[config.mk]
export PLATFORM = sky130hd
export DESIGN_NAME = sc_multiplier_shiftadd_flat
export DESIGN_NICKNAME = d
export VERILOG_FILES = /design/src/rtl/sc_multiplier_shiftadd_if.sv /design/src/rtl/sc_multiplier_shiftadd.sv /design/src/flat_wrapper.sv
export SDC_FILE = /design/constraint.sdc
export NUM_CORES = 1
export LEC_CHECK = 0
export ABC_CLOCK_PERIOD_IN_PS = 2780
export CORE_ASPECT_RATIO = 0.75
export CORE_UTILIZATION = 40
export CTS_CLUSTER_SIZE = 8
export DETAILED_ROUTE_END_ITERATION = 8
export GPL_TIMING_DRIVEN = 0
export PLACE_DENSITY_LB_ADDON = 0.2
export SYNTH_ARGS = -nofsm -noshare
export SYNTH_HDL_FRONTEND = slang
export SYNTH_SLANG_ARGS = --single-unit
[constraint.sdc]
create_clock -name SC_MULTIPLIER_CLOCK_50 -period 2.78 [get_ports SC_MULTIPLIER_CLOCK_50]
set_input_delay 0.278 -clock SC_MULTIPLIER_CLOCK_50 [delete_from_list [all_inputs] [get_ports SC_MULTIPLIER_CLOCK_50]]
set_output_delay 0.278 -clock SC_MULTIPLIER_CLOCK_50 [all_outputs]
set_load 0.005 [all_outputs]
[src/rtl/sc_multiplier_shiftadd_if.sv]
// ============================================================================
// Module   : sc_multiplier_shiftadd_if
// Brief    : Start/done handshake and operand/product bus of the shift-add
//            multiplier; master = initiator, slave = multiplier.
// Revision : 1.0 - initial release
// ============================================================================
`default_nettype none

interface sc_multiplier_shiftadd_if #(
    parameter int WIDTH_A = 8,
    parameter int WIDTH_B = 8
);
    logic                       SC_MULTIPLIER_start_InHigh;
    logic [WIDTH_A-1:0]         SC_MULTIPLIER_dataA_InBUS;
    logic [WIDTH_B-1:0]         SC_MULTIPLIER_dataB_InBUS;
    logic [WIDTH_A+WIDTH_B-1:0] SC_MULTIPLIER_product_OutBUS;
    logic                       SC_MULTIPLIER_done_OutHigh;
    logic                       SC_MULTIPLIER_busy_OutHigh;

    modport master (
        output SC_MULTIPLIER_start_InHigh,
        output SC_MULTIPLIER_dataA_InBUS,
        output SC_MULTIPLIER_dataB_InBUS,
        input  SC_MULTIPLIER_product_OutBUS,
        input  SC_MULTIPLIER_done_OutHigh,
        input  SC_MULTIPLIER_busy_OutHigh
    );

    modport slave (
        input  SC_MULTIPLIER_start_InHigh,
        input  SC_MULTIPLIER_dataA_InBUS,
        input  SC_MULTIPLIER_dataB_InBUS,
        output SC_MULTIPLIER_product_OutBUS,
        output SC_MULTIPLIER_done_OutHigh,
        output SC_MULTIPLIER_busy_OutHigh
    );
endinterface

`default_nettype wire

[src/rtl/sc_multiplier_shiftadd.sv]
// ============================================================================
// Module   : sc_multiplier_shiftadd
// Brief    : Sequential unsigned shift-add multiplier, start/done responder.
//            Optional macro SC_MULTIPLIER_EARLYEXIT_EN ends RUN once the
//            remaining multiplier bits are all zero.
// Revision : 1.0 - initial release
// ============================================================================
`default_nettype none

module sc_multiplier_shiftadd #(
    parameter int WIDTH_A = 8,
    parameter int WIDTH_B = 8
) (
    input  wire logic                  SC_MULTIPLIER_CLOCK_50,
    input  wire logic                  SC_MULTIPLIER_RESET_InLow,
    sc_multiplier_shiftadd_if.slave    bus
);

    localparam int PROD_W = WIDTH_A + WIDTH_B;
    localparam int CNT_W  = $clog2(WIDTH_B + 1);

    typedef enum logic [1:0] {
        IDLE   = 2'd0,
        RUN    = 2'd1,
        DONE   = 2'd2,
        UNUSED = 2'd3
    } state_t;

    state_t              state, state_nxt;
    logic [PROD_W-1:0]   mcand, mcand_nxt;
    logic [WIDTH_B-1:0]  mplier, mplier_nxt;
    logic [PROD_W-1:0]   acc, acc_nxt;
    logic [CNT_W-1:0]    cnt, cnt_nxt;
    logic [PROD_W-1:0]   product, product_nxt;
    logic                done, done_nxt;
    logic                busy, busy_nxt;
    logic [PROD_W-1:0]   sum;
    logic                run_last;

    always_ff @(posedge SC_MULTIPLIER_CLOCK_50 or negedge SC_MULTIPLIER_RESET_InLow) begin
        if (!SC_MULTIPLIER_RESET_InLow) begin
            state   <= IDLE;
            mcand   <= '0;
            mplier  <= '0;
            acc     <= '0;
            cnt     <= '0;
            product <= '0;
            done    <= 1'b0;
            busy    <= 1'b0;
        end else begin
            state   <= state_nxt;
            mcand   <= mcand_nxt;
            mplier  <= mplier_nxt;
            acc     <= acc_nxt;
            cnt     <= cnt_nxt;
            product <= product_nxt;
            done    <= done_nxt;
            busy    <= busy_nxt;
        end
    end

    always_comb begin
        state_nxt   = state;
        mcand_nxt   = mcand;
        mplier_nxt  = mplier;
        acc_nxt     = acc;
        cnt_nxt     = cnt;
        product_nxt = product;
        sum         = mplier[0] ? (acc + mcand) : acc;
        run_last    = 1'b0;

        case (state)
            IDLE: begin
                if (bus.SC_MULTIPLIER_start_InHigh) begin
                    mcand_nxt  = {{WIDTH_B{1'b0}}, bus.SC_MULTIPLIER_dataA_InBUS};
                    mplier_nxt = bus.SC_MULTIPLIER_dataB_InBUS;
                    acc_nxt    = '0;
                    cnt_nxt    = CNT_W'(WIDTH_B);
                    state_nxt  = RUN;
                end
            end
            RUN: begin
                acc_nxt    = sum;
                mcand_nxt  = mcand << 1;
                mplier_nxt = mplier >> 1;
                cnt_nxt    = cnt - CNT_W'(1);
`ifdef SC_MULTIPLIER_EARLYEXIT_EN
                run_last   = (cnt_nxt == '0) || (mplier_nxt == '0);
`else
                run_last   = (cnt_nxt == '0);
`endif
                // Product captures the final sum on the RUN->DONE edge so it
                // is already valid in the cycle done is high.
                if (run_last) begin
                    state_nxt   = DONE;
                    product_nxt = sum;
                end
            end
            DONE:    state_nxt = IDLE;
            default: state_nxt = IDLE;
        endcase

        done_nxt = (state_nxt == DONE);
        busy_nxt = (state_nxt == RUN) || (state_nxt == DONE);
    end

    assign bus.SC_MULTIPLIER_product_OutBUS = product;
    assign bus.SC_MULTIPLIER_done_OutHigh   = done;
    assign bus.SC_MULTIPLIER_busy_OutHigh   = busy;

endmodule

`default_nettype wire

[src/flat_wrapper.sv]
// flat-port wrapper written by rule: the top's interface ports become plain ports
module sc_multiplier_shiftadd_flat 
#(
    parameter int WIDTH_A = 8,
    parameter int WIDTH_B = 8
)
  (SC_MULTIPLIER_CLOCK_50, SC_MULTIPLIER_RESET_InLow, bus_SC_MULTIPLIER_start_InHigh, bus_SC_MULTIPLIER_dataA_InBUS, bus_SC_MULTIPLIER_dataB_InBUS, bus_SC_MULTIPLIER_product_OutBUS, bus_SC_MULTIPLIER_done_OutHigh, bus_SC_MULTIPLIER_busy_OutHigh);
  sc_multiplier_shiftadd_if #(.WIDTH_A(WIDTH_A), .WIDTH_B(WIDTH_B)) bus_i ();
  input  wire logic SC_MULTIPLIER_CLOCK_50;
  input  wire logic SC_MULTIPLIER_RESET_InLow;
  input wire logic [$bits(bus_i.SC_MULTIPLIER_start_InHigh)-1:0] bus_SC_MULTIPLIER_start_InHigh;
  input wire logic [$bits(bus_i.SC_MULTIPLIER_dataA_InBUS)-1:0] bus_SC_MULTIPLIER_dataA_InBUS;
  input wire logic [$bits(bus_i.SC_MULTIPLIER_dataB_InBUS)-1:0] bus_SC_MULTIPLIER_dataB_InBUS;
  output wire logic [$bits(bus_i.SC_MULTIPLIER_product_OutBUS)-1:0] bus_SC_MULTIPLIER_product_OutBUS;
  output wire logic [$bits(bus_i.SC_MULTIPLIER_done_OutHigh)-1:0] bus_SC_MULTIPLIER_done_OutHigh;
  output wire logic [$bits(bus_i.SC_MULTIPLIER_busy_OutHigh)-1:0] bus_SC_MULTIPLIER_busy_OutHigh;
  assign bus_i.SC_MULTIPLIER_start_InHigh = bus_SC_MULTIPLIER_start_InHigh;
  assign bus_i.SC_MULTIPLIER_dataA_InBUS = bus_SC_MULTIPLIER_dataA_InBUS;
  assign bus_i.SC_MULTIPLIER_dataB_InBUS = bus_SC_MULTIPLIER_dataB_InBUS;
  assign bus_SC_MULTIPLIER_product_OutBUS = bus_i.SC_MULTIPLIER_product_OutBUS;
  assign bus_SC_MULTIPLIER_done_OutHigh = bus_i.SC_MULTIPLIER_done_OutHigh;
  assign bus_SC_MULTIPLIER_busy_OutHigh = bus_i.SC_MULTIPLIER_busy_OutHigh;
  sc_multiplier_shiftadd #(.WIDTH_A(WIDTH_A), .WIDTH_B(WIDTH_B)) u_core (.SC_MULTIPLIER_CLOCK_50(SC_MULTIPLIER_CLOCK_50), .SC_MULTIPLIER_RESET_InLow(SC_MULTIPLIER_RESET_InLow), .bus(bus_i));
endmodule
---- After elaboration in Yosys (flattened, before gate mapping) ----
Cells that the tools add are included.
storage, ports and cells
  register bits after elaboration ......... 64
  latch bits .............................. 0
  RAM bits ................................ 0
  ROM bits ................................ 0
  bits of input ports ..................... 19
  output and inout bits ................... 18
  word-level logic and storage cells ...... 32
  memories ................................ 0
cells by class
  add/sub/neg operators ................... 2
  multiply operators ...................... 0
  div/mod/pow operators ................... 0
  magnitude comparators ................... 0
  eq/ne operators ......................... 4
  shifts and indexed selects .............. 0
  mux-type cells .......................... 12
  bitwise operators ....................... 0
  reductions and logical operators ........ 6
operators by type and width
  cell                                                                   number
  16-bit one-hot mux with 2 select lines                                 2
  16-bit two-way mux                                                     3
  16-bit adder                                                           1
  8-bit one-hot mux with 2 select lines                                  1
  8-bit two-way mux                                                      1
  4-bit one-hot mux with 2 select lines                                  1
  2-bit by 1-bit equality test with 1-bit output, second input constant  2
  4-bit zero test                                                        1
  2-bit two-way mux                                                      2
  4-bit two-way mux                                                      1
  2-bit one-hot mux with 2 select lines                                  1
  2-bit AND reduction                                                    2
  4-bit by 1-bit subtractor with 4-bit output, second input constant     1
  2-bit equality test, second input constant                             1
  2-bit zero test                                                        1
  2-bit != test, second input constant                                   1
  2-bit nonzero test                                                     1
  1-bit logical OR                                                       1

---- Longest topological paths before layout ----
Gate-level depths: netlist (run 1).
  word-level depth ........................ 6
  gate-level depth with buffers ........... 12
  gate-level depth less buffers ........... 11

---- Least setup slack after synthesis (run 1) ----
OpenSTA, ideal clock, no wires.
  path kind ............................... flip-flop to flip-flop
  start point ............................. register u_core.acc[0]
  end point ............................... register u_core.acc[12]
  setup time .............................. 0.121 ns
  arrival time ............................ 2.177 ns
  data required time ...................... 2.659 ns
  path slack .............................. 0.482 ns
  cell stages (with the launch flop) ...... 10
  buffers on the path ..................... 0
  period minus slack after synthesis ...... 2.298 ns
  path through ............................ dfrtp_1 ha_1 fa_1 a21o_1 a21oi_2 nor2_1 o41ai_2 o21ai_1 xor2_1 a22o_1
between the ends
  cells in the longest elaborated chain, start to end .. 3
ends and longest elaborated chain
  what                                    RTL line                      text
  start, declared                         sc_multiplier_shiftadd.sv:32  logic [PROD_W-1:0] acc, acc_nxt;
  start signal, assigned                  sc_multiplier_shiftadd.sv:54  acc <= acc_nxt;
  16-bit adder                            sc_multiplier_shiftadd.sv:69  sum = mplier[0] ? (acc + mcand) : acc;
  16-bit two-way mux                      sc_multiplier_shiftadd.sv:69
  16-bit one-hot mux with 2 select lines  sc_multiplier_shiftadd.sv:72  case (state)
No other way between the ends.
A chain may end at the register's enable or synchronous reset.

---- Final worst setup path (run 1) ----
  start point ............................. register u_core.mcand[0]
  end point ............................... register u_core.product[14], in the netlist u_core.bus.SC_MULTIPLIER_product_OutBUS[14]
between the ends
  cells in the longest elaborated chain, start to end .. 2
ends and longest elaborated chain
  what                    RTL line                      text
  start, declared         sc_multiplier_shiftadd.sv:30  logic [PROD_W-1:0] mcand, mcand_nxt;
  start signal, assigned  sc_multiplier_shiftadd.sv:52  mcand <= mcand_nxt;
  16-bit adder            sc_multiplier_shiftadd.sv:69
  16-bit two-way mux      sc_multiplier_shiftadd.sv:69
  end signal, assigned    sc_multiplier_shiftadd.sv:56  product <= product_nxt;
  end, declared           sc_multiplier_shiftadd.sv:34  logic [PROD_W-1:0] product, product_nxt;
No other way between the ends.

==> run metrics, run 1 <==
Total Power 5.52 mW; Inserted Clock Buffers 9; DRC Markers 0; Max-Cap Viols 0; gpl congestion 0.877; # port buffers 36; Clock Sinks 64; Horiz. Die Dim 110 um; Tcrit/Tclk final 92.5%; Worst Setup Path Type flop to flop; Worst Setup EP u_core.bus.SC_MULTIPLIER_product_OutBUS[14]$_DFFE_PN0P_; unique cell type count in the Yosys netlist 50; Yosys reg bits 64; Buffers & Inverters on Critical Path 0; CP Capture Type flop; cells on worst reg2reg path 9; GRT Util Overall 21.2%; Cell Area, Synth 0.00351 mm^2; post-DR vias/cell 5.52; synth warn 0; Tightest Pin Transition 833 ps; # rows 29; initial antenna violation count 0; Crit path top cell by count a21o_1; EDFF count, synth 0; Max Transition Viols Final 0; total number of vias 2841; RSZ-0062 raised after global routing no; DR pass1 iterations 4; final setup violation count 0; DR iter-0 viols 139; WL final 8680 um; TritonCTS clock tree yes; CP startpoint kind flop; syn nets 394; Synth Instances 356; Die ar. 0.00916 mm^2; Seq/Total Area, Yosys 45.6%; power density cells 1280 mW/mm^2; Slew HR 44.5%; Reg-to-Reg End u_core.bus.SC_MULTIPLIER_product_OutBUS[14]$_DFFE_PN0P_; htree depth 3; area delta synth->final 22.8%; share of cells above drive strength 1 8.85%; clk_lat worst skew 330 ps; largest net degree at the start of global routing 65; Reg2Reg Setup Slack 210 ps; commonest register cell after synthesis dfrtp_1; Crit path arrival time 2790 ps; critical path startpoint u_core.mcand[0]$_DFFE_PN0P_; max frequency 0.389 GHz; DP HPWL 6270 um; worst ir drop on vdd 608 uV; syn_area_per_cell 9.87 um^2; final antenna-violating net count 0; n_diodes 0; Initial Utilization 41.4%; final hold violations 0; # fillers 776; global-route wire length before repair 14600 um; worst min path class input pin to asynchronous set/reset pin; WL/cell 16.8 um; Worst Hold Slack 48.3 ps; Async SR Flop Fraction 100%; die height 83.2 um; Worst-path clk slew 50 ps; Final Skew 7.05 ps; slowest CP cell dfrtp_1; crit path max fanout 4; Hold Buf Count CTS 0; total global routing overflow 0; num ports 37; status completed; Crit path largest cell delay 410 ps; fin nets 441; core outline area 0.00849 mm^2; leakage power 2.00 nW; vias in the first global route 2849; Worst R2R Start u_core.mcand[0]$_DFFE_PN0P_; Clock Path Buffers 2; Top Family by Delay on Critical Path compound AO/OA/AOI/OAI gates; worst path required time 3000 ps; crit-path cells ha_1 > fa_1 > a21o_1 > a21oi_2 > nor4_1 > o32ai_1 > xor2_1 > a211oi_1 > a21o_1; clock root buffer clkbuf_16; WP depth 9; fin crit period 2570 ps
==> registers in the layout, indices dropped and copies added (netlist names) <==
| signal | count |
|---|---|
| u_core.acc | 16 |
| u_core.bus.SC_MULTIPLIER_busy_OutHigh | 1 |
| u_core.bus.SC_MULTIPLIER_done_OutHigh | 1 |
| u_core.bus.SC_MULTIPLIER_product_OutBUS | 16 |
| u_core.cnt | 4 |
| u_core.mcand | 16 |
| u_core.mplier | 8 |
| u_core.state | 2 |
==> synthesized netlist by cell type, types with 3 or more instances <==
master / n / area, um^2
clkbuf_1: 7 / 26.3
a211oi_2: 3 / 37.5
nand3_1: 7 / 35.0
nand2_1: 43 / 161
mux2i_1: 18 / 180
nor2_1: 20 / 75.1
dfrtp_1: 64 / 1600
o21ai_1: 3 / 15.0
a21oi_1: 26 / 130
a22o_1: 15 / 131
nand3b_1: 3 / 22.5
nand4_1: 4 / 25.0
nor3b_1: 3 / 22.5
o21ai_0: 32 / 160
xor2_1: 7 / 61.3
o211ai_1: 3 / 22.5
xnor2_1: 8 / 70.1
nor2b_1: 9 / 56.3
buf_2: 7 / 35.0
ha_1: 18 / 225
a21o_1: 12 / 90.1
inv_1: 9 / 33.8
==> cell type report <==
class                   count  area, um^2  share of cell area (%)
clock inverters             3        40.0                   0.928
plain buffers              17        83.8                    1.94
flip-flops and latches     64        1600                    37.1
inverters                  10        37.5                   0.870
clock buffers              12         267                    6.18
repair buffers             36         358                    8.29
well taps                 108         135                    3.13
multi-input cells         265        1790                    41.5
==> placed cells by master, fill, tap and decap left out, drive strengths merged, types with 2 or more instances in the layout <==
cell / netlist / layout
nand3: 7 / 7
nor2b: 9 / 9
nor3: 2 / 2
ha: 18 / 18
nor2: 20 / 20
mux2: 2 / 2
nand4: 4 / 4
dfrtp: 64 / 64
o21bai: 2 / 2
a211oi: 4 / 4
o22a: 2 / 2
nand2: 43 / 43
o211ai: 3 / 3
a21oi: 28 / 28
xor2: 7 / 7
a211o: 2 / 2
inv: 9 / 9
or3: 2 / 2
nor3b: 3 / 3
a21o: 13 / 13
clkbuf: 8 / 20
clkdlybuf4s50: 0 / 35
clkinv: 1 / 3
buf: 9 / 10
o21ai: 36 / 36
a22o: 15 / 15
xnor2: 8 / 8
nand3b: 3 / 3
mux2i: 18 / 18
==> metrics by stage <==
| step | instances | utilization, % | instance area, um^2 | TNS [ps] | worst slack, ps |
|---|---|---|---|---|---|
| global placement | 500 | 47.2 | 4010 | -49480 | -778 |
| CTS | 515 | 50.8 | 4310 | 0 | 173 |
| finish | 515 | 50.8 | 4310 | 0 | 209 |
| detailed placement | 500 | 47.2 | 4010 | 0 | 183 |
| global route | 515 | 50.8 | 4310 | 0 | 10.6 |
| floorplan | 356 | - | 3510 | 0 | 482 |
==> metal layers <==
| metal | global-route usage [%] | part of all wire [%] | wire, um |
|---|---|---|---|
| met2 | 29.1 | 42 | 3630 |
| met4 | 4.67 | 0.52 | 45 |
| met3 | 6.83 | 5.3 | 460 |
| met5 | 0 | 0 | 0 |
| met1 | 32.1 | 52 | 4540 |
==> kinds of logic after synthesis <==
family                     after synthesis  share of synthesized area, %
xor gates and xnor gates                15                          3.74
and+or+nand+nor                         97                          12.8
AOI/OAI and AO/OA                      114                          21.7
buffers and inverters                   27                          3.46
DFF                                     64                          45.6
adders and majority gates               19                          6.98
muxes                                   20                          5.77
==> how the worst min path moves through the flow <==
stage / start / to / slack [ps]
3_3_place_gp: u_core.bus.SC_MULTIPLIER_product_OutBUS[14]$_DFFE_PN0P_ / u_core.bus.SC_MULTIPLIER_product_OutBUS[14]$_DFFE_PN0P_ / 460
2_1_floorplan: SC_MULTIPLIER_RESET_InLow / u_core.acc[0]$_DFFE_PN0P_ / -20
5_1_grt: SC_MULTIPLIER_RESET_InLow / u_core.acc[9]$_DFFE_PN0P_ / 120
6_report: SC_MULTIPLIER_RESET_InLow / u_core.bus.SC_MULTIPLIER_product_OutBUS[11]$_DFFE_PN0P_ / 50
4_1_cts: SC_MULTIPLIER_RESET_InLow / u_core.acc[9]$_DFFE_PN0P_ / 80
3_5_place_dp: SC_MULTIPLIER_RESET_InLow / u_core.bus.SC_MULTIPLIER_product_OutBUS[11]$_DFFE_PN0P_ / 440
==> power by group <==
group | internal, mW | switching (mW) | total (mW)
Clock | 0.758 | 0.397 | 1.16
Sequential | 1.33 | 0.321 | 1.65
Combinational | 1.19 | 1.51 | 2.71
==> what timing repair did <==
item | CTS | global route
resized for setup | 0 | 1
buffers inserted | 0 | 0
setup endpoints to repair | 0 | 2
(Power assumes the default switching activity.)
==> inputs of run 2 (changes only) <==
ABC_CLOCK_PERIOD_IN_PS = 2650   (was 2780)
clock period = 2.65 ns   (was 2.78 ns; I/O delays follow)
==> run metrics, run 2 (same netlist as run 1, synthesis figures left out) <==
Initial Utilization 41.4% (unchanged); final setup violation count 0 (unchanged); htree depth 3 (unchanged); status completed (unchanged); Final Cell Area 0.00434 mm^2 (was 0.00431 mm^2); most frequent cells in the layout dfrtp_1 (64), nand2_1 (42), clkdlybuf4s50_1 (35), o21ai_0 (32), a21oi_1 (26) (unchanged); Final Skew 5.26 ps (was 7.05 ps); Layout Utilization 51.2% (was 50.8%); total global routing overflow 0 (unchanged); GRT Util Overall 21.2% (unchanged); worst ir drop on vdd 699 uV (was 608 uV); Horiz. Die Dim 110 um (unchanged); pre-CTS setup slack 53.0 ps (was 183 ps); Crit path largest cell delay 410 ps (about the same); WL/cell 16.9 um (was 16.8 um); final hold violations 0 (unchanged); TritonCTS clock tree yes (unchanged); Crit path arrival time 2720 ps (was 2790 ps); Inserted Clock Buffers 9 (unchanged); Worst Hold Slack 32.3 ps (was 48.3 ps); Crit path top cell by count nor2_1 (was a21o_1); Clock Sinks 64 (unchanged); Slew HR 44.6% (was 44.5%); num ports 37 (unchanged); CP startpoint kind flop (unchanged); Clock Path Buffers 2 (unchanged); clk_lat worst skew 330 ps (about the same); Worst Setup Path Type flop to flop (unchanged); Worst-path clk slew 50 ps (about the same); n_diodes 0 (unchanged); total number of vias 2846 (was 2841); Die ar. 0.00916 mm^2 (unchanged); worst min path class input pin to asynchronous set/reset pin (unchanged); final antenna-violating net count 0 (unchanged); die height 83.2 um (unchanged); Tightest Pin Transition 831 ps (was 833 ps); crit-path cells ha_1 > fa_2 > a21o_1 > a21oi_4 > nor2_1 > o41ai_2 > buf_4 > xor2_1 > nor2_1 > o22a_1 (was ha_1 > fa_1 > a21o_1 > a21oi_2 > nor4_1 > o32ai_1 > xor2_1 > a211oi_1 > a21o_1); gpl congestion 0.877 (unchanged); DRC Markers 0 (unchanged); post-DR vias/cell 5.50 (was 5.52); Tcrit/Tclk final 94.4% (was 92.5%); CP Capture Type flop (unchanged); area delta synth->final 23.7% (was 22.8%); Max-Cap Viols 0 (unchanged); DP HPWL 6270 um (unchanged); leakage power 2.00 nW (about the same); core outline area 0.00849 mm^2 (unchanged); largest net degree at the start of global routing 65 (unchanged); initial antenna violation count 0 (unchanged); # port buffers 36 (unchanged); Max Transition Viols Final 0 (unchanged); crit path max fanout 4 (unchanged); global-route wire length before repair 14600 um (unchanged); DR pass1 iterations 4 (unchanged); Total Power 5.83 mW (was 5.52 mW); share of cells above drive strength 1 9.78% (was 8.85%); max frequency 0.400 GHz (was 0.389 GHz); vias in the first global route 2849 (unchanged); # rows 29 (unchanged); power density cells 1340 mW/mm^2 (was 1280 mW/mm^2); commonest non-fill, non-tap cell in the layout dfrtp_1 (unchanged); WL final 8730 um (was 8680 um); worst path required time 2870 ps (was 3000 ps); clock root buffer clkbuf_16 (unchanged); fin nets 443 (was 441); fin crit period 2500 ps (was 2570 ps); Worst Slack Setup Final 149 ps (was 209 ps); slowest CP cell dfrtp_1 (unchanged); Area after DPL 0.00401 mm^2 (unchanged); DR iter-0 viols 122 (was 139)
## run 2: final timing paths
check	depth (start not counted)	start	slack [ps]	end
setup / recovery	10	u_core.mcand[0]$_DFFE_PN0P_	150	u_core.bus.SC_MULTIPLIER_product_OutBUS[8]$_DFFE_PN0P_
hold / removal	1	SC_MULTIPLIER_RESET_InLow	30	u_core.acc[9]$_DFFE_PN0P_
setup reg to reg	10	u_core.mcand[0]$_DFFE_PN0P_	150	u_core.bus.SC_MULTIPLIER_product_OutBUS[8]$_DFFE_PN0P_
hold reg to reg	2	u_core.bus.SC_MULTIPLIER_product_OutBUS[13]$_DFFE_PN0P_	470	u_core.bus.SC_MULTIPLIER_product_OutBUS[13]$_DFFE_PN0P_
max in group asynchronous	1	SC_MULTIPLIER_RESET_InLow	2070	u_core.acc[7]$_DFFE_PN0P_
min in group SC_MULTIPLIER_CLOCK_50	2	u_core.bus.SC_MULTIPLIER_product_OutBUS[13]$_DFFE_PN0P_	470	u_core.bus.SC_MULTIPLIER_product_OutBUS[13]$_DFFE_PN0P_
## run 2: power breakdown
part	switching, mW	internal, mW	total (mW)
Combinational	1.60	1.28	2.88
Clock	0.417	0.796	1.21
Sequential	0.337	1.40	1.74
Total	2.36	3.47	5.83
## run 2: layout make-up
| class | instances | area [um^2] |
|---|---|---|
| plain buffers | 17 | 86.3 |
| clock buffers | 12 | 267 |
| clock inverters | 3 | 40.0 |
| fillers | 774 | 4150 |
| inverters | 10 | 37.5 |
| multi-input cells | 265 | 1800 |
| flip-flops and latches | 64 | 1600 |
| well taps | 108 | 135 |
| repair buffers | 38 | 373 |
## run 2: worst max-delay path: cells and delay by family (launching register included)
| kind | cells | cell delay (ps) |
|---|---|---|
| simple gates | 2 | 130 |
| xor+xnor | 1 | 170 |
| buf+inv | 1 | 190 |
| flops | 1 | 410 |
| fa+ha+maj | 2 | 600 |
| compound gates | 4 | 880 |
## run 2: layer usage
layer	wire length, um	share of wire [%]	vias up	GRT usage (%)
met3	361	4.1	4	6.83
met1	4590	53	1414	32.1
met5	0	0	-	0
li1	-	-	1383	-
met2	3730	43	45	29.1
met4	45	0.52	0	4.67
## run 2: timing repair
action,CTS,global route
gates resized for setup,0,5
hold buffers,0,0
endpoints found under the setup margin,0,12
setup buffers,0,2
## run 2: through the flow
step	setup TNS (ps)	instances
4_1_cts	0	515
6_report	0	517
3_5_place_dp	0	500
2_1_floorplan	0	356
3_3_place_gp	-56970	500
5_1_grt	-3.16	517
